$ cat config.mk
export PLATFORM = sky130hd
export DESIGN_NAME = debug_controller
export DESIGN_NICKNAME = d
export VERILOG_FILES = /design/src/rtl/debug_controller.sv
export SDC_FILE = /design/constraint.sdc
export NUM_CORES = 1
export LEC_CHECK = 0
export CAP_MARGIN = 15
export CORE_UTILIZATION = 62
export DETAILED_ROUTE_END_ITERATION = 10
export DONT_BUFFER_PORTS = 1
export PLACE_DENSITY_LB_ADDON = 0.05
export SLEW_MARGIN = 20
export SYNTH_ARGS = -nofsm -noshare
export SYNTH_HDL_FRONTEND = slang
export SYNTH_SLANG_ARGS = --single-unit
$ cat constraint.sdc
create_clock -name clock -period 2.75 [get_ports clock]
set_clock_uncertainty 0.05 [all_clocks]
set_input_delay 0.55 -clock clock [delete_from_list [all_inputs] [get_ports clock]]
set_output_delay 0.55 -clock clock [all_outputs]
set_load 0.01 [all_outputs]
$ cat src/rtl/debug_controller.sv
// UART-side loader and debug unit for the MIPS pipeline: program load,
// run/single-step gating and PC/register/data-memory dump.
module debug_controller #(
   parameter int                 NB_DATA     = 32,
   parameter int                 NB_REG      = 5,
   parameter int                 NB_ADDR     = 7,
   parameter int                 N_REGISTER  = 32,
   parameter int                 N_MEM_WORDS = 32,
   parameter int                 INST_DEPTH  = 256,
   parameter logic [NB_DATA-1:0] HALT_INSTR  = 32'hFFFF_FFFF
) (
   input  logic               clock,
   input  logic               reset,
   input  logic [7:0]         rx_data_i,
   input  logic               rx_done_i,
   input  logic               tx_done_i,
   output logic               tx_start_o,
   output logic [7:0]         tx_data_o,
   input  logic               halt_signal_i,
   input  logic [NB_DATA-1:0] data_pc_debug_i,
   input  logic [NB_DATA-1:0] data_registers_debug_i,
   input  logic [NB_DATA-1:0] data_mem_debug_i,
   output logic               select_debug_or_wireA_o,
   output logic [NB_REG-1:0]  addr_reg_debug_o,
   output logic               select_debug_or_alu_result_o,
   output logic [NB_ADDR-1:0] addr_mem_debug_o,
   output logic [NB_DATA-1:0] data_inst_to_write_o,
   output logic               ready_instr_to_write_o,
   output logic [NB_DATA-1:0] o_dir_mem_write_o,
   output logic               en_pipeline_o,
   output logic               en_read_inst_o,
   output logic [3:0]         state_o
);

   localparam int N_WORDS = 1 + N_REGISTER + N_MEM_WORDS;
   localparam int NB_IDX  = $clog2(N_WORDS + 1);

   localparam logic [7:0] CMD_LOAD = 8'h4C;
   localparam logic [7:0] CMD_CONT = 8'h43;
   localparam logic [7:0] CMD_STEP = 8'h53;
   localparam logic [7:0] CMD_NEXT = 8'h4E;
   localparam logic [7:0] CMD_END  = 8'h45;

   typedef enum logic [3:0] {
      S_IDLE, S_LOAD, S_WRITE, S_READY, S_RUN, S_STEP_WAIT,
      S_STEP_EXEC, S_DUMP_SET, S_DUMP_WAIT, S_DUMP_SEND,
      S_DUMP_HOLD, S_DONE
   } state_t;

   state_t             state, next;
   logic [NB_DATA-1:0] word, wr_addr, shift, rd_data;
   logic [1:0]         byte_cnt, byte_idx;
   logic [NB_IDX-1:0]  dump_idx, reg_off, mem_off;
   logic               ret_done, in_dump, is_reg, is_mem;
   logic               last_word, last_inst;

   assign in_dump   = state inside {S_DUMP_SET, S_DUMP_WAIT,
                                    S_DUMP_SEND, S_DUMP_HOLD};
   assign is_reg    = dump_idx != '0 &&
                      dump_idx <= NB_IDX'(N_REGISTER);
   assign is_mem    = dump_idx > NB_IDX'(N_REGISTER);
   assign reg_off   = dump_idx - NB_IDX'(1);
   assign mem_off   = dump_idx - NB_IDX'(1 + N_REGISTER);
   assign last_word = dump_idx == NB_IDX'(N_WORDS - 1);
   assign last_inst = (wr_addr >> 2) == NB_DATA'(INST_DEPTH - 1);

   always_comb begin
      rd_data = data_pc_debug_i;
      if (is_reg)      rd_data = data_registers_debug_i;
      else if (is_mem) rd_data = data_mem_debug_i;
   end

   always_ff @(posedge clock) begin
      if (reset) state <= S_IDLE;
      else       state <= next;
   end

   always_comb begin
      next                         = state;
      tx_start_o                   = 1'b0;
      tx_data_o                    = '0;
      select_debug_or_wireA_o      = in_dump;
      select_debug_or_alu_result_o = in_dump;
      addr_reg_debug_o             = '0;
      addr_mem_debug_o             = '0;
      data_inst_to_write_o         = '0;
      ready_instr_to_write_o       = 1'b0;
      o_dir_mem_write_o            = wr_addr;
      en_pipeline_o                = 1'b0;
      en_read_inst_o               = 1'b1;
      state_o                      = state;
      if (in_dump && is_reg) addr_reg_debug_o = NB_REG'(reg_off);
      if (in_dump && is_mem) addr_mem_debug_o = NB_ADDR'(mem_off);
      unique case (state)
         S_IDLE: begin
            en_read_inst_o = 1'b0;
            if (rx_done_i && rx_data_i == CMD_LOAD) next = S_LOAD;
         end
         S_LOAD: begin
            en_read_inst_o = 1'b0;
            if (rx_done_i && byte_cnt == 2'd3) next = S_WRITE;
         end
         S_WRITE: begin
            en_read_inst_o         = 1'b0;
            ready_instr_to_write_o = 1'b1;
            data_inst_to_write_o   = word;
            if (word == HALT_INSTR || last_inst) next = S_READY;
            else                                 next = S_LOAD;
         end
         S_READY: begin
            if (rx_done_i && rx_data_i == CMD_CONT)      next = S_RUN;
            else if (rx_done_i && rx_data_i == CMD_STEP) next = S_STEP_WAIT;
         end
         S_RUN: begin
            en_pipeline_o = 1'b1;
            if (halt_signal_i) next = S_DUMP_SET;
         end
         S_STEP_WAIT: begin
            if (rx_done_i && rx_data_i == CMD_NEXT)     next = S_STEP_EXEC;
            else if (rx_done_i && rx_data_i == CMD_END) next = S_RUN;
         end
         S_STEP_EXEC: begin
            en_pipeline_o = 1'b1;
            next          = S_DUMP_SET;
         end
         S_DUMP_SET:  next = S_DUMP_WAIT;
         S_DUMP_WAIT: next = S_DUMP_SEND;
         S_DUMP_SEND: begin
            tx_start_o = 1'b1;
            tx_data_o  = shift[NB_DATA-1 -: 8];
            next       = S_DUMP_HOLD;
         end
         S_DUMP_HOLD: begin
            tx_data_o = shift[NB_DATA-1 -: 8];
            if (tx_done_i) begin
               if (byte_idx != 2'd3)             next = S_DUMP_SEND;
               else if (!last_word)              next = S_DUMP_SET;
               else if (ret_done || halt_signal_i) next = S_DONE;
               else                              next = S_STEP_WAIT;
            end
         end
         S_DONE: en_read_inst_o = 1'b0;
         default: begin
            en_read_inst_o = 1'b0;
            next           = S_IDLE;
         end
      endcase
   end

   // A halt seen during or after a step makes the dump terminal.
   always_ff @(posedge clock) begin
      if (reset) begin
         word     <= '0;
         wr_addr  <= '0;
         byte_cnt <= '0;
         shift    <= '0;
         byte_idx <= '0;
         dump_idx <= '0;
         ret_done <= 1'b0;
      end else begin
         if (state == S_LOAD && rx_done_i) begin
            word     <= {word[NB_DATA-9:0], rx_data_i};
            byte_cnt <= byte_cnt + 2'd1;
         end
         if (state == S_WRITE) wr_addr <= wr_addr + NB_DATA'(4);
         if (state == S_RUN ||
             (halt_signal_i && (state == S_STEP_EXEC || in_dump)))
            ret_done <= 1'b1;
         if (!in_dump) begin
            byte_idx <= '0;
            dump_idx <= '0;
         end
         if (state == S_DUMP_WAIT) shift <= rd_data;
         if (state == S_DUMP_HOLD && tx_done_i) begin
            shift    <= shift << 8;
            byte_idx <= byte_idx + 2'd1;
            if (byte_idx == 2'd3) dump_idx <= dump_idx + NB_IDX'(1);
         end
      end
   end

endmodule

Word level (Yosys, flattened, before mapping):

Cells that the tools add are included.

* register bits: 112
* bits of input ports: 109
* output and inout port bits: 94

* $add $sub $neg: 6
* order comparisons: 2
* equal/unequal tests: 29
* multiplexer cells: 30
* bitwise operators: 1
* reductions and logical operators: 25

Operator list (number)
* 32-bit two-way mux: 5
* 4-bit case mux with 12 select lines: 1
* 4-bit two-way mux: 11
* 8-bit by 7-bit equality test with 1-bit output (second input constant): 5
* 32-bit by 3-bit adder with 32-bit output (second input constant): 1
* 32-bit equality test (second input constant): 1
* 30-bit by 8-bit equality test with 1-bit output (second input constant): 1
* 7-bit two-way mux: 4
* 4-bit by 3-bit equality test with 1-bit output (second input constant): 4
* 4-bit equality test (second input constant): 4
* 1-bit logical AND: 12
* 2-bit inequality test (second input constant): 5
* 4-bit by 2-bit equality test with 1-bit output (second input constant): 2
* 8-bit two-way mux: 1
* 8-bit OR reduction: 1
* 7-bit by 1-bit adder with 7-bit output (second input constant): 1
* 7-bit equality test (second input constant): 1
* 7-bit by 6-bit > comparator with 1-bit output (second input constant): 1
* 7-bit by 6-bit less-or-equal comparator with 1-bit output (second input constant): 1
* 7-bit AND reduction: 1
* 7-bit nonzero test: 1
* 7-bit by 6-bit subtractor with 7-bit output (second input constant): 1
* 2-bit two-way mux: 3
* 3-bit inequality test (second input constant): 2
* 13 further kinds: 23

Depth between registers and ports, before layout:

Gate-level depths: netlist of the first run.

* depth in word-level cells: 6
* gate-level depth with buffers: 9
* mapped depth without buffers: 7

Worst setup path before layout of the first run:

OpenSTA, ideal clock, no wires.

* kind: register -> output
* start: register dump_idx[0]
* end: output port addr_mem_debug_o[2]
* arrival time: 1746 ps
* data required time: 2150 ps
* path slack: 404 ps
* cell stages (with the launch flop): 9
* path buffers: 2
* cells stage by stage: dfxtp_1 -> inv_1 -> ha_1 -> nand2_1 -> a21o_1 -> clkbuf_1 -> buf_2 -> nand2_1 -> nor2_1

* word-level cells in the longest chain between the ends: 3
* elaborated cells on any way between the ends: 4
* classes of those cells: add/sub: 1; order compare: 1; mux: 1; reduce/logical: 1

Ends and longest elaborated chain
* start: declaration: RTL line 53 `logic [NB_IDX-1:0] dump_idx, reg_off, mem_off;`
* start signal: assignment: RTL line 177 `if (byte_idx == 2'd3) dump_idx <= dump_idx + NB_IDX'(1);`
* 7-bit by 6-bit > comparator with 1-bit output: RTL line 61 `assign is_mem = dump_idx > NB_IDX'(N_REGISTER);`
* 1-bit logical AND: RTL line 93 `if (in_dump && is_mem) addr_mem_debug_o = NB_ADDR'(mem_off);`
* 7-bit two-way mux *: RTL line 93
* end: declaration: RTL line 26 `output logic [NB_ADDR-1:0] addr_mem_debug_o,`

Mark *: on every way between the ends. The rest lies on a longest branch, timed or not.

Worst setup path in the final report of the first run:

* start: register dump_idx[0]
* end: output port addr_reg_debug_o[2]

* word-level cells in the longest chain between the ends: 4
* elaborated cells on any way between the ends: 6
* classes of those cells: add/sub: 1; order compare: 1; mux: 1; reduce/logical: 3

Ends and longest elaborated chain
* 7-bit by 6-bit less-or-equal comparator with 1-bit output (implied by the code) / 7-bit nonzero test (equally long branches): RTL line 60, 59
* 1-bit logical AND: RTL line 59 `assign is_reg = dump_idx != '0 &&`
* 1-bit logical AND: RTL line 92 `if (in_dump && is_reg) addr_reg_debug_o = NB_REG'(reg_off);`
* 5-bit two-way mux *: RTL line 92
* end: declaration: RTL line 24 `output logic [NB_REG-1:0] addr_reg_debug_o,`

Marks and branches as above.

==> results of run 1 <==
## report_power, final
part,leakage (nW),switching (mW),internal (mW)
registers,0.889,0.106,1.65
logic,1.20,0.350,0.217
clock network,0.0976,0.562,0.345
## state kept, by name, summed over array words and instances, names as in the netlist
register	count
dump_idx	7
state_o	4
word	32
ret_done	1
byte_idx	2
shift	32
o_dir_mem_write_o	30
byte_cnt	2
## cells in the final DEF (no fill, tap or decap), types with 3 or more instances in the layout
master	n
sky130_fd_sc_hd__dfxtp_1	105
sky130_fd_sc_hd__nand4_1	14
sky130_fd_sc_hd__nor4_1	6
sky130_fd_sc_hd__or4bb_1	3
sky130_fd_sc_hd__xnor2_1	17
sky130_fd_sc_hd__buf_4	16
sky130_fd_sc_hd__o21ai_0	17
sky130_fd_sc_hd__and3_1	8
sky130_fd_sc_hd__nor3b_1	3
sky130_fd_sc_hd__or3_1	5
sky130_fd_sc_hd__ha_1	6
sky130_fd_sc_hd__o22ai_1	24
sky130_fd_sc_hd__o32ai_1	24
sky130_fd_sc_hd__nor3_1	4
sky130_fd_sc_hd__a31oi_1	4
sky130_fd_sc_hd__clkinv_2	3
sky130_fd_sc_hd__dfxtp_2	5
sky130_fd_sc_hd__nor2_1	62
sky130_fd_sc_hd__nor2b_1	4
sky130_fd_sc_hd__nand2_1	118
sky130_fd_sc_hd__xor2_1	20
sky130_fd_sc_hd__and4_1	5
sky130_fd_sc_hd__nand3_1	16
sky130_fd_sc_hd__a222oi_1	8
sky130_fd_sc_hd__inv_1	29
sky130_fd_sc_hd__a22oi_1	25
sky130_fd_sc_hd__clkbuf_8	9
sky130_fd_sc_hd__and2_1	42
sky130_fd_sc_hd__a21oi_1	83
sky130_fd_sc_hd__nand2b_1	3
## routing by layer
| metal | routed length [um] | part of all wire | global-route usage |
|---|---|---|---|
| met4 | 242 | 0.016 | 0.110 |
| met1 | 6200 | 0.42 | 0.375 |
| met2 | 7290 | 0.50 | 0.499 |
| met3 | 958 | 0.065 | 0.0589 |
| met5 | 0 | 0 | 0 |
## final timing paths
check / from / to / slack, ns / cells past startpoint
setup / recovery: dump_idx[0] / addr_reg_debug_o[2] / 0.13 / 6
hold reg to reg: word[27] / word[27] / 0.42 / 2
hold / removal: reset / o_dir_mem_write_o[21] / 0.22 / 1
setup reg to reg: state_o[3] / state_o[1] / 0.47 / 7
## worst reg2reg max path, cell delays in order, from the launching register on
cell,delay (ns)
sky130_fd_sc_hd__dfxtp_2,0.45
sky130_fd_sc_hd__nor4b_4,0.43
sky130_fd_sc_hd__buf_4,0.37
sky130_fd_sc_hd__and3_1,0.25
sky130_fd_sc_hd__nand3_1,0.14
sky130_fd_sc_hd__o21ai_0,0.26
sky130_fd_sc_hd__o21bai_1,0.12
sky130_fd_sc_hd__a21oi_1,0.14
## what timing repair did
action	CTS	global route
resized for setup	1	6
pin swaps	0	0
endpoints found under the setup margin	5	13
endpoints found under the hold margin	0	0
## final cells by class
| class | count | area (sq um) |
|---|---|---|
| Clock buffer | 9 | 124 |
| Clock inverter | 7 | 55.1 |
| Fill cell | 762 | 2860 |
| Inverter | 29 | 109 |
| Multi-Input combinational cell | 556 | 3280 |
| Sequential cell | 110 | 2210 |
| Tap cell | 108 | 135 |
| Timing Repair Buffer | 16 | 120 |
## logic make-up after synthesis
kind of cell    share of synthesized area
simple gates                        0.269
compound gates                      0.220
flops                               0.380
buf+inv                            0.0583
xor+xnor                           0.0559
fa+ha+maj                          0.0129
mux                               0.00345
other cells                      0.000647
## through the flow
step           instances  total power [mW]
5_1_grt              835              3.39
3_3_place_gp         819              2.32
6_report             835              3.23
2_1_floorplan        751              2.21
3_5_place_dp         819              2.34
4_1_cts              835              3.23
==> impl_summary.log, run 1 <==
INFO  metric outcome = finished, final reports clean
INFO  metric synth_ff_type = sky130_fd_sc_hd__dfxtp_1
INFO  metric proportion_of_layout_cells_with_a_drive_suffix_above_1 = 0.0633
INFO  metric cp_slowest_stage_delay = 0.49 ns
INFO  metric synth_cell_types = 55
INFO  metric first_global_vias = 4844
INFO  metric whs = 0.223 ns
INFO  metric slowest_stage = sky130_fd_sc_hd__dfxtp_1
INFO  metric post_synth_main_area_contributors = sky130_fd_sc_hd__dfxtp_1 (38%), sky130_fd_sc_hd__nand2_1 (7.6%), sky130_fd_sc_hd__a21oi_1 (7.2%)
INFO  metric path_cells = inv_1 > ha_1 > nand3_2 > nor2b_2 > nand2_1 > nor2_1
INFO  metric cp.required = 2.15 ns
INFO  metric synthesis.area = 0.00580 sq mm
INFO  metric grt_pass1_wl = 23300 um
INFO  metric vias = 5379
INFO  metric gp_congestion = 0.848
INFO  metric cts.sinks = 110
INFO  metric grt_remaining_overflow = 0
INFO  metric die-area = 0.00974 sq mm
INFO  metric post-cts-setup-buffer-count = 0
INFO  metric setup.worst_path.class = register to output pin
INFO  metric drt_iter0_markers = 430
INFO  metric place_ws = 0.351 ns
INFO  metric timing.max_cap.violations = 0
INFO  metric slew-limit-headroom = 0.426
INFO  metric timing.critical_path.fanout_max = 8
INFO  metric cts-root-to-sink-buffers = 2
INFO  metric fin_crit_sh = 0.954
INFO  metric critPathArrivalTime = 2.02 ns
INFO  metric layout.nets = 837
INFO  metric netlist_instances = 750
INFO  metric transition_time_at_the_pin_with_the_least_slew_margin = 0.861 ns
INFO  metric final-max-slew-violation-count = 0
INFO  metric clock_latency = 0.36 ns
INFO  metric ios = 203
INFO  metric htree_num_levels = 3
INFO  metric holdCritPathClass = input port to register
INFO  metric layout-area-overhead-vs-synth = 3.95%
INFO  metric top_family_by_delay_on_critical_path = simple AND/OR/NAND/NOR gates
INFO  metric numCtsBuffers = 9
INFO  metric dieHeight = 98.7 um
INFO  metric core_area = 0.00889 sq mm
INFO  metric ys_seq_area_frac = 0.380
INFO  metric layout.core_utilization = 0.678
INFO  metric post_cts_hold_buffer_count = 0
INFO  metric drt_drc_violations_left = 0
INFO  metric fmaxAchievable = 381 MHz
INFO  metric final_design_area_no_fill = 0.00603 sq mm
INFO  metric p_leak = 2.19 nW
INFO  metric synthDominantCellAreaShare = 0.380
INFO  metric post_dp_cell_area = 0.00583 sq mm
INFO  metric routed_wirelength = 14700 um
INFO  metric power.density_cell_area = 536 mW/mm^2
INFO  metric hold_violations = 0
INFO  metric remaining_antenna_violation_count = 0
INFO  metric number_of_antenna_violations_at_the_first_check_in_global_routing = 0
INFO  metric die_x = 98.7 um
INFO  metric ys_seq_elements = 110
INFO  metric syn-mean-instance-area = 7.73 sq um
INFO  metric numPortBuffers = 0
INFO  metric insertedDiodeCount = 0
INFO  metric endpoint_kind = output pin
INFO  metric fin_ws = 0.127 ns
INFO  metric track_usage = 0.296
INFO  metric synth_top_cell_by_area = sky130_fd_sc_hd__dfxtp_1
INFO  metric timing.critical_path.buf_inv = 1
INFO  metric ys_async_sr_fraction = 0
INFO  metric hpwlAfterDp = 10600 um
INFO  metric avg_vias_per_cell = 6.44
INFO  metric synthMostInstantiatedCell = sky130_fd_sc_hd__nand2_1
INFO  metric clk_pin_slew = 0.11 ns
INFO  metric synth.yosys.warnings = 0
INFO  metric largest_net_degree_at_the_start_of_global_routing = 105
INFO  metric setup-violations-final = 0
INFO  metric final_period_minus_worst_setup_slack = 2.62 ns
INFO  metric netlist_top_cells_count = sky130_fd_sc_hd__nand2_1 (118), sky130_fd_sc_hd__dfxtp_1 (110), sky130_fd_sc_hd__a21oi_1 (83)
INFO  metric grt_setup_unrepaired = true
INFO  metric max-vdd-ir-drop = 0.293 mV
INFO  metric drt_pre_antenna_iters = 5
INFO  metric setup_total_negative_slack = 0 ns
INFO  metric row_count = 34
INFO  metric cts_tree = done
INFO  metric synth_enable_flop_cells = 0
INFO  metric routedWlPerCell = 17.6 um
INFO  metric effective_utilization_at_floorplan = 0.652
INFO  metric crit_path_start_kind = register
INFO  metric clk_root_buffer_cell = sky130_fd_sc_hd__clkbuf_8
Power figures use the tool's default switching activity.
==> run 2: changes to the inputs <==
- CORE_MARGIN: not set -> 10
==> impl_summary.log, run 2 (synthesis gave the netlist of run 1 again) <==
INFO  metric outcome = finished, final reports clean (unchanged)
INFO  metric timing.reg2reg.setup_slack = 0.48 ns (was 0.47 ns)
INFO  metric path_cells = nor2b_2 > nand3_1 > nand2_2 > nand2_1 > nor2_1 > buf_4 (was inv_1 > ha_1 > nand3_2 > nor2b_2 > nand2_1 > nor2_1)
INFO  metric final_common_cell = sky130_fd_sc_hd__nand2_1 (unchanged)
INFO  metric max-vdd-ir-drop = 0.391 mV (was 0.293 mV)
INFO  metric row_count = 35 (was 34)
INFO  metric layout-area-overhead-vs-synth = 4.96% (was 3.95%)
INFO  metric track_usage = 0.222 (was 0.296)
INFO  metric first_global_vias = 4989 (was 4844)
INFO  metric drt_drc_violations_left = 0 (unchanged)
INFO  metric power.density_cell_area = 545 mW/mm^2 (was 536 mW/mm^2)
INFO  metric routed_wirelength = 16200 um (was 14700 um)
INFO  metric setup_total_negative_slack = 0 ns (unchanged)
INFO  metric hold_path_startpoint = reset (unchanged)
INFO  metric proportion_of_layout_cells_with_a_drive_suffix_above_1 = 0.0670 (was 0.0633)
INFO  metric ff2ff_path_depth = 7 (unchanged)
INFO  metric die-area = 0.0136 sq mm (was 0.00974 sq mm)
INFO  metric clock_latency = 0.38 ns (was 0.36 ns)
INFO  metric largest_net_degree_at_the_start_of_global_routing = 105 (unchanged)
INFO  metric htree_num_levels = 3 (unchanged)
INFO  metric setup-violations-final = 0 (unchanged)
INFO  metric numCtsBuffers = 9 (unchanged)
INFO  metric ios = 203 (unchanged)
INFO  metric layout.nets = 841 (was 837)
INFO  metric clk_pin_slew = 0.10 ns (was 0.11 ns)
INFO  metric endpoint_kind = output pin (unchanged)
INFO  metric vias = 5357 (was 5379)
INFO  metric remaining_antenna_violation_count = 0 (unchanged)
INFO  metric final_period_minus_worst_setup_slack = 2.64 ns (was 2.62 ns)
INFO  metric avg_vias_per_cell = 6.36 (was 6.44)
INFO  metric gp_congestion = 0.874 (was 0.848)
INFO  metric transition_time_at_the_pin_with_the_least_slew_margin = 0.871 ns (was 0.861 ns)
INFO  metric startpoint = state_o[3] (was dump_idx[0])
INFO  metric clk_root_buffer_cell = sky130_fd_sc_hd__clkbuf_8 (unchanged)
INFO  metric dieHeight = 117 um (was 98.7 um)
INFO  metric drt_iter0_markers = 421 (was 430)
INFO  metric timing.critical_path.fanout_max = 10 (was 8)
INFO  metric slowest_stage = sky130_fd_sc_hd__dfxtp_1 (unchanged)
INFO  metric top_family_by_delay_on_critical_path = simple AND/OR/NAND/NOR gates (unchanged)
INFO  metric cts_tree = done (unchanged)
INFO  metric numPortBuffers = 0 (unchanged)
INFO  metric fill_cells = 826 (was 762)
INFO  metric routedWlPerCell = 19.3 um (was 17.6 um)
INFO  metric hold_path_end = byte_idx[0] (was o_dir_mem_write_o[21])
INFO  metric slew-limit-headroom = 0.420 (was 0.426)
INFO  metric timing.max_cap.violations = 0 (unchanged)
INFO  metric timing.critical_path.buf_inv = 1 (unchanged)
INFO  metric insertedDiodeCount = 0 (unchanged)
INFO  metric number_of_antenna_violations_at_the_first_check_in_global_routing = 0 (unchanged)
INFO  metric critPathArrivalTime = 2.04 ns (was 2.02 ns)
INFO  metric final-max-slew-violation-count = 0 (unchanged)
INFO  metric total_power_of_the_final_layout = 3.31 mW (was 3.23 mW)
INFO  metric hold_violations = 0 (unchanged)
INFO  metric grt_pass1_wl = 24600 um (was 23300 um)
INFO  metric post-cts-setup-buffer-count = 0 (unchanged)
INFO  metric effective_utilization_at_floorplan = 0.633 (was 0.652)
INFO  metric holdCritPathClass = input port to register (unchanged)
INFO  metric cp_slowest_stage_delay = 0.50 ns (was 0.49 ns)
INFO  metric cts.sinks = 110 (unchanged)
INFO  metric fmaxAchievable = 379 MHz (was 381 MHz)
INFO  metric drt_pre_antenna_iters = 5 (unchanged)
INFO  metric cts-root-to-sink-buffers = 2 (unchanged)
INFO  metric whs_path_depth = 1 (unchanged)
INFO  metric crit_path_start_kind = register (unchanged)
INFO  metric core_area = 0.00915 sq mm (was 0.00889 sq mm)
INFO  metric commonest_cells_after_routing_fill_and_taps_aside = sky130_fd_sc_hd__nand2_1 (117), sky130_fd_sc_hd__dfxtp_1 (109), sky130_fd_sc_hd__a21oi_1 (82), sky130_fd_sc_hd__nor2_1 (61), sky130_fd_sc_hd__and2_1 (42) (was sky130_fd_sc_hd__nand2_1 (118), sky130_fd_sc_hd__dfxtp_1 (105), sky130_fd_sc_hd__a21oi_1 (83), sky130_fd_sc_hd__nor2_1 (62), sky130_fd_sc_hd__and2_1 (42))
INFO  metric die_x = 117 um (was 98.7 um)
INFO  metric hpwlAfterDp = 12100 um (was 10600 um)
INFO  metric regToRegStartpoint = dump_idx[0] (was state_o[3])
INFO  metric cp.required = 2.15 ns (about the same)
INFO  metric p_leak = 2.20 nW (was 2.19 nW)
INFO  metric grt_remaining_overflow = 0 (unchanged)
INFO  metric reg_to_reg_end = shift[5] (was state_o[1])
INFO  metric setup.worst_path.class = register to output pin (unchanged)
INFO  metric fin_crit_sh = 0.958 (was 0.954)
-- run 2: layer usage --
| metal | up-vias | part of all wire | track usage |
|---|---|---|---|
| met5 | - | 0 | 0 |
| met4 | 0 | 0.020 | 0.0733 |
| met3 | 22 | 0.10 | 0.0817 |
| met2 | 234 | 0.47 | 0.354 |
| met1 | 2500 | 0.41 | 0.270 |
| li1 | 2601 | - | - |
-- run 2: worst max path at each step --
stage	to	depth (start not counted)	slack [ns]
after floorplan	addr_mem_debug_o[2]	8	0.40
after global placement	addr_reg_debug_o[4]	6	0.46
after detailed placement	addr_mem_debug_o[6]	6	0.41
after CTS	addr_mem_debug_o[6]	6	0.00002
after global routing	addr_mem_debug_o[6]	6	-0.02
final	addr_mem_debug_o[6]	6	0.11
-- run 2: metrics by stage --
step | instances | util | setup slack, ns | hold slack [ns] | instance area, sq um
4_1_cts | 842 | 0.663 | 0.0000198 | 0.177 | 6060
3_3_place_gp | 826 | 0.641 | 0.461 | 0.391 | 5870
2_1_floorplan | 751 | - | 0.404 | 0.390 | 5800
6_report | 842 | 0.665 | 0.115 | 0.217 | 6090
5_1_grt | 842 | 0.665 | -0.0188 | 0.171 | 6090
3_5_place_dp | 826 | 0.641 | 0.408 | 0.398 | 5870
-- run 2: timing repair --
action                                  in CTS  in global routing
endpoints found under the setup margin       0                 12
hold buffers                                 0                  0
resized for setup                            0                  7
-- run 2: cell type report --
type	instances	area [sq um]	share of cell area
clock buffer	10	128	0.0210
clock inverter	6	70.1	0.0115
inverter	29	109	0.0179
multi-input combinational	556	3290	0.540
sequential	110	2200	0.362
tap	111	139	0.0228
timing repair buffer	20	150	0.0247
-- run 2: power by group --
group / internal [mW] / switching, mW
clock network: 0.429 / 0.563
logic: 0.225 / 0.361
registers: 1.65 / 0.0877
==> run 3: changes to the inputs <==
- CELL_PAD_IN_SITES_DETAIL_PLACEMENT: not set -> 1
- CELL_PAD_IN_SITES_GLOBAL_PLACEMENT: not set -> 2
- CORE_UTILIZATION: 62 -> 35
- SETUP_SLACK_MARGIN: not set -> 0.05
==> impl_summary.log, run 3 (synthesis gave the netlist of run 1 again) <==
INFO  metric startpoint = state_o[1] (was state_o[3])
INFO  metric hold_violations = 0 (unchanged)
INFO  metric core_area = 0.0161 sq mm (was 0.00915 sq mm)
INFO  metric endpoint_kind = output pin (unchanged)
INFO  metric grt_remaining_overflow = 0 (unchanged)
INFO  metric p_leak = 2.30 nW (was 2.20 nW)
INFO  metric grt_setup_unrepaired = false
INFO  metric gp_congestion = 0.763 (was 0.874)
INFO  metric fill_cells = 1938 (was 826)
INFO  metric drt_drc_violations_left = 0 (unchanged)
INFO  metric first_global_vias = 5411 (was 4989)
INFO  metric hold_path_startpoint = reset (unchanged)
INFO  metric avg_vias_per_cell = 5.61 (was 6.36)
INFO  metric commonest_cells_after_routing_fill_and_taps_aside = sky130_fd_sc_hd__nand2_1 (116), sky130_fd_sc_hd__dfxtp_1 (108), sky130_fd_sc_hd__a21oi_1 (83), sky130_fd_sc_hd__nor2_1 (57), sky130_fd_sc_hd__and2_1 (42) (was sky130_fd_sc_hd__nand2_1 (117), sky130_fd_sc_hd__dfxtp_1 (109), sky130_fd_sc_hd__a21oi_1 (82), sky130_fd_sc_hd__nor2_1 (61), sky130_fd_sc_hd__and2_1 (42))
INFO  metric post_dp_cell_area = 0.00603 sq mm (was 0.00587 sq mm)
INFO  metric hpwlAfterDp = 14400 um (was 12100 um)
INFO  metric grt_pass1_wl = 29500 um (was 24600 um)
INFO  metric layout.nets = 844 (was 841)
INFO  metric final_period_minus_worst_setup_slack = 2.55 ns (was 2.64 ns)
INFO  metric track_usage = 0.164 (was 0.222)
INFO  metric slew-limit-headroom = 0.384 (was 0.420)
INFO  metric number_of_antenna_violations_at_the_first_check_in_global_routing = 0 (unchanged)
INFO  metric cts.sinks = 110 (unchanged)
INFO  metric remaining_antenna_violation_count = 0 (unchanged)
INFO  metric outcome = finished, final reports clean (unchanged)
INFO  metric clk_root_buffer_cell = sky130_fd_sc_hd__clkbuf_16 (was sky130_fd_sc_hd__clkbuf_8)
INFO  metric numPortBuffers = 0 (unchanged)
INFO  metric critPathArrivalTime = 1.95 ns (was 2.04 ns)
INFO  metric crit_path_start_kind = register (unchanged)
INFO  metric transition_time_at_the_pin_with_the_least_slew_margin = 0.924 ns (was 0.871 ns)
INFO  metric setup.worst_path.class = register to output pin (unchanged)
INFO  metric seq_area = 0.00221 sq mm (was 0.00220 sq mm)
INFO  metric total_power_of_the_final_layout = 3.84 mW (was 3.31 mW)
INFO  metric die-area = 0.0221 sq mm (was 0.0136 sq mm)
INFO  metric htree_num_levels = 3 (unchanged)
INFO  metric setup-violations-final = 0 (unchanged)
INFO  metric final_common_cell = sky130_fd_sc_hd__nand2_1 (unchanged)
INFO  metric holdCritPathClass = input port to register (unchanged)
INFO  metric timing.max_cap.violations = 0 (unchanged)
INFO  metric clock_latency = 0.36 ns (was 0.38 ns)
INFO  metric proportion_of_layout_cells_with_a_drive_suffix_above_1 = 0.0777 (was 0.0670)
INFO  metric routed_wirelength = 19200 um (was 16200 um)
INFO  metric max-vdd-ir-drop = 0.308 mV (was 0.391 mV)
INFO  metric post-cts-setup-buffer-count = 0 (unchanged)
INFO  metric cts_tree = done (unchanged)
INFO  metric cp.required = 2.15 ns (about the same)
INFO  metric power.density_cell_area = 597 mW/mm^2 (was 545 mW/mm^2)
INFO  metric fin_crit_sh = 0.928 (was 0.958)
INFO  metric drt_iter0_markers = 312 (was 421)
INFO  metric setup_total_negative_slack = 0 ns (unchanged)
INFO  metric vias = 5331 (was 5357)
INFO  metric drt_pre_antenna_iters = 5 (unchanged)
INFO  metric timing.critical_path.fanout_max = 16 (was 10)
INFO  metric die_x = 149 um (was 117 um)
INFO  metric insertedDiodeCount = 0 (unchanged)
INFO  metric routedWlPerCell = 20.2 um (was 19.3 um)
INFO  metric dieHeight = 149 um (was 117 um)
INFO  metric fmaxAchievable = 392 MHz (was 379 MHz)
INFO  metric ios = 203 (unchanged)
INFO  metric whs = 0.207 ns (was 0.217 ns)
INFO  metric multiInputGateArea = 0.00330 sq mm (was 0.00329 sq mm)
INFO  metric layout-area-overhead-vs-synth = 10.9% (was 4.96%)
INFO  metric cts-root-to-sink-buffers = 2 (unchanged)
INFO  metric largest_net_degree_at_the_start_of_global_routing = 105 (unchanged)
INFO  metric numCtsBuffers = 9 (unchanged)
INFO  metric effective_utilization_at_floorplan = 0.361 (was 0.633)
INFO  metric row_count = 46 (was 35)
INFO  metric clk_pin_slew = 0.07 ns (was 0.10 ns)
INFO  metric final_design_area_no_fill = 0.00643 sq mm (was 0.00609 sq mm)
INFO  metric final-max-slew-violation-count = 0 (unchanged)
INFO  metric regToRegStartpoint = state_o[3] (was dump_idx[0])
-- run 3: report_power, final --
group | leakage (nW) | total [mW] | internal [mW] | switching [mW]
combinational | 1.24 | 0.605 | 0.223 | 0.381
sequential | 0.888 | 1.72 | 1.65 | 0.0710
clock | 0.164 | 1.52 | 0.898 | 0.621
total | 2.30 | 3.84 | 2.77 | 1.07
-- run 3: per-stage QoR --
stage | worst slack, ns | utilization | cells
2_1_floorplan | 0.404 | - | 751
3_3_place_gp | 0.244 | 0.375 | 933
3_5_place_dp | 0.236 | 0.375 | 933
4_1_cts | 0.0481 | 0.397 | 949
5_1_grt | 0.0552 | 0.401 | 950
6_report | 0.197 | 0.401 | 950
-- run 3: path summary, 6_finish.rpt --
kind / to / slack, ns / cells past startpoint
hold reg to reg: word[25] / 0.41 / 2
setup reg to reg: o_dir_mem_write_o[21] / 0.47 / 5
hold / removal: dump_idx[6] / 0.21 / 1
setup / recovery: addr_mem_debug_o[6] / 0.20 / 7
-- run 3: timing repair --
| action | 4_1_cts | 5_1_grt |
|---|---|---|
| resized for setup | 3 | 11 |
| pin swaps | 0 | 1 |
| hold buffers | 0 | 0 |
| setup endpoints to repair | 12 | 12 |
| cloned | 0 | 1 |
-- run 3: critical path, cell delays in order, from the launching register on --
cell and delay [ns]:
sky130_fd_sc_hd__dfxtp_1 0.32, sky130_fd_sc_hd__buf_4 0.20, sky130_fd_sc_hd__a21oi_1 0.28, sky130_fd_sc_hd__nand2_1 0.18
sky130_fd_sc_hd__nand2_1 0.22, sky130_fd_sc_hd__nand2_2 0.14, sky130_fd_sc_hd__nor2_1 0.12, sky130_fd_sc_hd__buf_4 0.13
-- run 3: area by class of cell --
type	instances	share of cell area
clock buffers	10	0.0356
clock inverters	6	0.0179
inverters	29	0.0169
multi-input cells	556	0.513
flip-flops and latches	110	0.343
well taps	216	0.0420
repair buffers	23	0.0315
-- run 3: per-layer routing --
metal | GRT usage | share of wire
met1 | 0.197 | 0.43
met3 | 0.0631 | 0.086
met5 | 0 | 0
met2 | 0.265 | 0.47
met4 | 0.0520 | 0.012
==> edit 1 (config.mk and constraints of run 1) <==
The parameter `NB_ADDR` goes from 7 to 14.
--- a/src/rtl/debug_controller.sv
+++ b/src/rtl/debug_controller.sv
@@ -4,5 +4,5 @@
    parameter int                 NB_DATA     = 32,
    parameter int                 NB_REG      = 5,
-   parameter int                 NB_ADDR     = 7,
+   parameter int                 NB_ADDR     = 14,
    parameter int                 N_REGISTER  = 32,
    parameter int                 N_MEM_WORDS = 32,
Interface: changed (resized addr_mem_debug_o); port bits go from 203 to 210. No check against the original RTL was run, so the function may have changed too.
==> edit 1 against run 1 <==
Setup slack better by 21 ps; area after synthesis up 0.91%; wire length fell by 2.8%; fmax rose by 0.79%; sequential cell count unchanged; synthesized cell count increased by 0.93%; sequential share of layout area fell by 0.30 points; cell area grew 0.64%; clock power is 2% higher; final cell count is 1.3% higher; worst hold slack better by 19 ps; combinational power rose by 1%; total power rose by 0.22%.
==> edit 1: results (changes against run 1) <==
.. list-table::
   :header-rows: 1

   * - Metric
     - Value
   * - Result of the run
     - finished, final reports clean
   * - Number of global-route vias before repair
     - 4768 (-1.6%)
   * - Wire length of the first global-routing pass
     - 22710 microns (-2.5%)
   * - Met3 Usage GRT
     - 5.833% (-0.054 points)
   * - Placed cells
     - 830 (+1.3%)
   * - Half-perimeter wire length after detailed placement
     - 10430 microns (-1.7%)
   * - Final nets
     - 845 (+0.96%)
   * - Critical Path Start
     - dump_idx[2]$_SDFF_PP0_
   * - Fraction of met2 tracks used by global routing
     - 49.65% (-0.30 points)
   * - M1 WL
     - 6154 microns (-0.77%)
   * - Final routed wirelength across all metal layers
     - 14270 microns (-2.8%)
   * - Relative slew margins
     - 40.07% (-2.5 points)
   * - Met3 Routed Length
     - 863 microns (-9.9%)
   * - Cell count after synthesis
     - 757 (+0.93%)
   * - Global placer's final weighted congestion
     - 0.8997 (+6.1%)
   * - Post-route standard cell area excluding fillers
     - 6066 sq um (+0.64%)
   * - Crit path capture
     - addr_reg_debug_o[4]
   * - Fraction of layout instances using a drive strength above 1
     - 5.986% (-0.34 points)
   * - Static Leak
     - 2.212 nW (+1.1%)
   * - Met2 wire length
     - 7068 microns (-3.0%)
   * - Setup slack of the critical path after layout
     - 147.8 ps (+20.65 ps)
   * - Layout filler cell count
     - 808 (+6.0%)
   * - Max IR drop VDD
     - 0.2836 mV (-3.1%)
   * - Critical Path Max Stage Delay
     - 430 ps (-60 ps)
   * - Final worst hold slack
     - 241.5 ps (+18.67 ps)
   * - Placed cell area
     - 5871 sq um (+0.64%)
   * - Portion of the post-synthesis area used by sequential elements
     - 37.64% (-0.34 points)
   * - Global-route total usage across every layer
     - 28.47% (-1.1 points)
-- edit 1: repair_timing --
item,CTS,global route
gates resized for setup,1,4
hold buffers,0,0
endpoints found under the setup margin,5,12
setup buffers,0,0
-- edit 1: where the power goes --
group / switching [mW] / internal (mW) / leakage, nW / total [mW]
Clock: 0.557 / 0.364 / 0.0943 / 0.921
Sequential: 0.0936 / 1.65 / 0.888 / 1.74
Combinational: 0.353 / 0.220 / 1.23 / 0.573
Total: 1.00 / 2.23 / 2.21 / 3.24
-- edit 1: final cells by class --
type,count,share of cell area (%)
clock inverters,5,0.6601
clock buffers,11,2.331
well taps,111,2.290
flip-flops and latches,110,36.34
multi-input cells,563,54.48
inverters,29,1.795
repair buffers,17,2.104
-- edit 1: cells by family after synthesis --
group	count (synthesis)	synth area share [%]
AND/OR/NAND/NOR	309	26.62
AO/OA/AOI/OAI	200	21.83
flip-flops	110	37.64
buffers and inverters	92	6.672
XOR/XNOR	37	5.539
adder cells (fa/ha/maj)	6	1.283
multiplexers	2	0.3422
other	1	0.06410
==> edit 2 (flow settings as in run 1) <==
Without the edit above. Reset style: asynchronous (`reset`), changed in 2 clocked blocks.
--- a/src/rtl/debug_controller.sv
+++ b/src/rtl/debug_controller.sv
@@ -71,5 +71,5 @@
    end
 
-   always_ff @(posedge clock) begin
+   always_ff @(posedge clock or posedge reset) begin
       if (reset) state <= S_IDLE;
       else       state <= next;
@@ -149,5 +149,5 @@
 
    // A halt seen during or after a step makes the dump terminal.
-   always_ff @(posedge clock) begin
+   always_ff @(posedge clock or posedge reset) begin
       if (reset) begin
          word     <= '0;
Behaviour: differs if reset is asserted again (counterexample within 4 cycles, from zero or initial values and one cycle with reset high); with reset held inactive, the same outputs for 10 cycles.
==> edit 2 against run 1 <==
First-iteration DRC count fell by 60%; critical path depth rose by 1; cell area rose by 12%; sequential cell count did not move; fmax fell by 3.9%; setup slack got worse by 110 ps; global-route usage down 3.1 points; area after synthesis grew 7.2%; sequential share of layout area grew 4.2 points; core utilization up 1.5 points; wire length shrank 5.6%; critical endpoint is now addr_reg_debug_o[4]; largest cell class unchanged; highest routed layer unchanged.
Power is not compared: it rests on default switching activity, and its combinational part moved more than twofold at a synthesized area within 25%.
==> edit 2: results (changes against run 1) <==
.. list-table::
   :header-rows: 1

   * - Metric
     - Value
   * - Portion of the post-synthesis area used by sequential elements
     - 44.29% (+6.3 points)
   * - Number of global-route vias before repair
     - 4378 (-9.6%)
   * - M1 WL
     - 5789 microns (-6.7%)
   * - Post-CTS sizing
     - 8 (+7)
   * - Met3 Routed Length
     - 820 microns (-14%)
   * - Clock network area share
     - 3.526% (+0.56 points)
   * - Signal inverters
     - 9 (-69%)
   * - Netlist area before placement
     - 6215 sq um (+7.2%)
   * - Global-route total usage across every layer
     - 26.53% (-3.1 points)
   * - Result of the run
     - finished, final reports clean
   * - Final routed wirelength across all metal layers
     - 13870 microns (-5.6%)
   * - Number of setup buffers added after CTS
     - 5 (+5)
   * - Post-Synthesis Mean Instance Area
     - 9.787 sq um (+27%)
   * - Multi-input logic cell count
     - 476 (-14%)
   * - Post-synthesis xor/xnor area fraction
     - 5.637% (+0.048 points)
   * - Relative slew margins
     - 47.12% (+4.5 points)
   * - Slowest-stage cell, CP
     - sky130_fd_sc_hd__or4b_4
   * - Fraction of layout instances using a drive strength above 1
     - 15.36% (+9.0 points)
   * - Hold Path Class
     - primary input to async pin
   * - Global placer's final weighted congestion
     - 0.8453 (-0.35%)
   * - Synth Area in Compound Gates
     - 8.899% (-13 points)
   * - Cell Count, Final, Fillers Out
     - 771 (-7.7%)
   * - Half-perimeter wire length after detailed placement
     - 10080 microns (-5.0%)
   * - Placed cell area
     - 6385 sq um (+9.5%)
   * - Number of search-and-repair iterations in the first detailed-routing pass
     - 4 (-1)
   * - Proportion of cell area occupied by registers
     - 40.88% (+4.2 points)
   * - Buffering overhead
     - 3.748% (+1.8 points)
   * - Commonest cells in the synthesized netlist
     - sky130_fd_sc_hd__dfrtp_1 (110), sky130_fd_sc_hd__nand3_1 (69), sky130_fd_sc_hd__nor2_1 (62)
   * - Share of synthesized flip-flops with an asynchronous set or reset
     - 100.0% (+100 points)
   * - Share of the final layout cell area in multi-input gates
     - 48.78% (-5.6 points)
   * - Layout filler cell count
     - 754 (-1.0%)
   * - Count of unique library cells instantiated by Yosys
     - 54 (-1.8%)
   * - Critical Path Start
     - dump_idx[1]$_DFF_PP0_
   * - Via density
     - 6.165 (-4.3%)
   * - Met3 Usage GRT
     - 6.224% (+0.34 points)
   * - Highest fanout seen on the critical path
     - 4 (-4)
   * - Worst-case reg-to-reg path depth
     - 10 (+3)
   * - Biggest area contributors in the synthesized netlist
     - sky130_fd_sc_hd__dfrtp_1 (44%), sky130_fd_sc_hd__mux2_2 (5.8%), sky130_fd_sc_hd__nand3_1 (5.6%)
   * - Pin count of the biggest net entering global routing
     - 65 (-38%)
   * - Crit Reg-Reg Endpoint
     - shift[4]$_DFFE_PP0P_
   * - Synthesis-to-layout area growth
     - 8.496%
   * - Iteration-0 DRC Markers
     - 173 (-60%)
edit 2: changes by cell type after synthesis, moves of 23 or more:
| cell | before | now |
|---|---|---|
| sky130_fd_sc_hd__o32ai_1 | 24 | 0 |
| sky130_fd_sc_hd__a21oi_1 | 83 | 3 |
| sky130_fd_sc_hd__mux2i_1 | 2 | 34 |
| sky130_fd_sc_hd__o22ai_1 | 24 | 1 |
| sky130_fd_sc_hd__nand2_1 | 118 | 52 |
| sky130_fd_sc_hd__a211o_1 | 1 | 25 |
| sky130_fd_sc_hd__dfxtp_1 | 110 | 0 |
| sky130_fd_sc_hd__dfrtp_1 | 0 | 110 |
| sky130_fd_sc_hd__a22oi_1 | 25 | 0 |
| sky130_fd_sc_hd__nand3_1 | 17 | 69 |
| sky130_fd_sc_hd__mux2_2 | 0 | 32 |
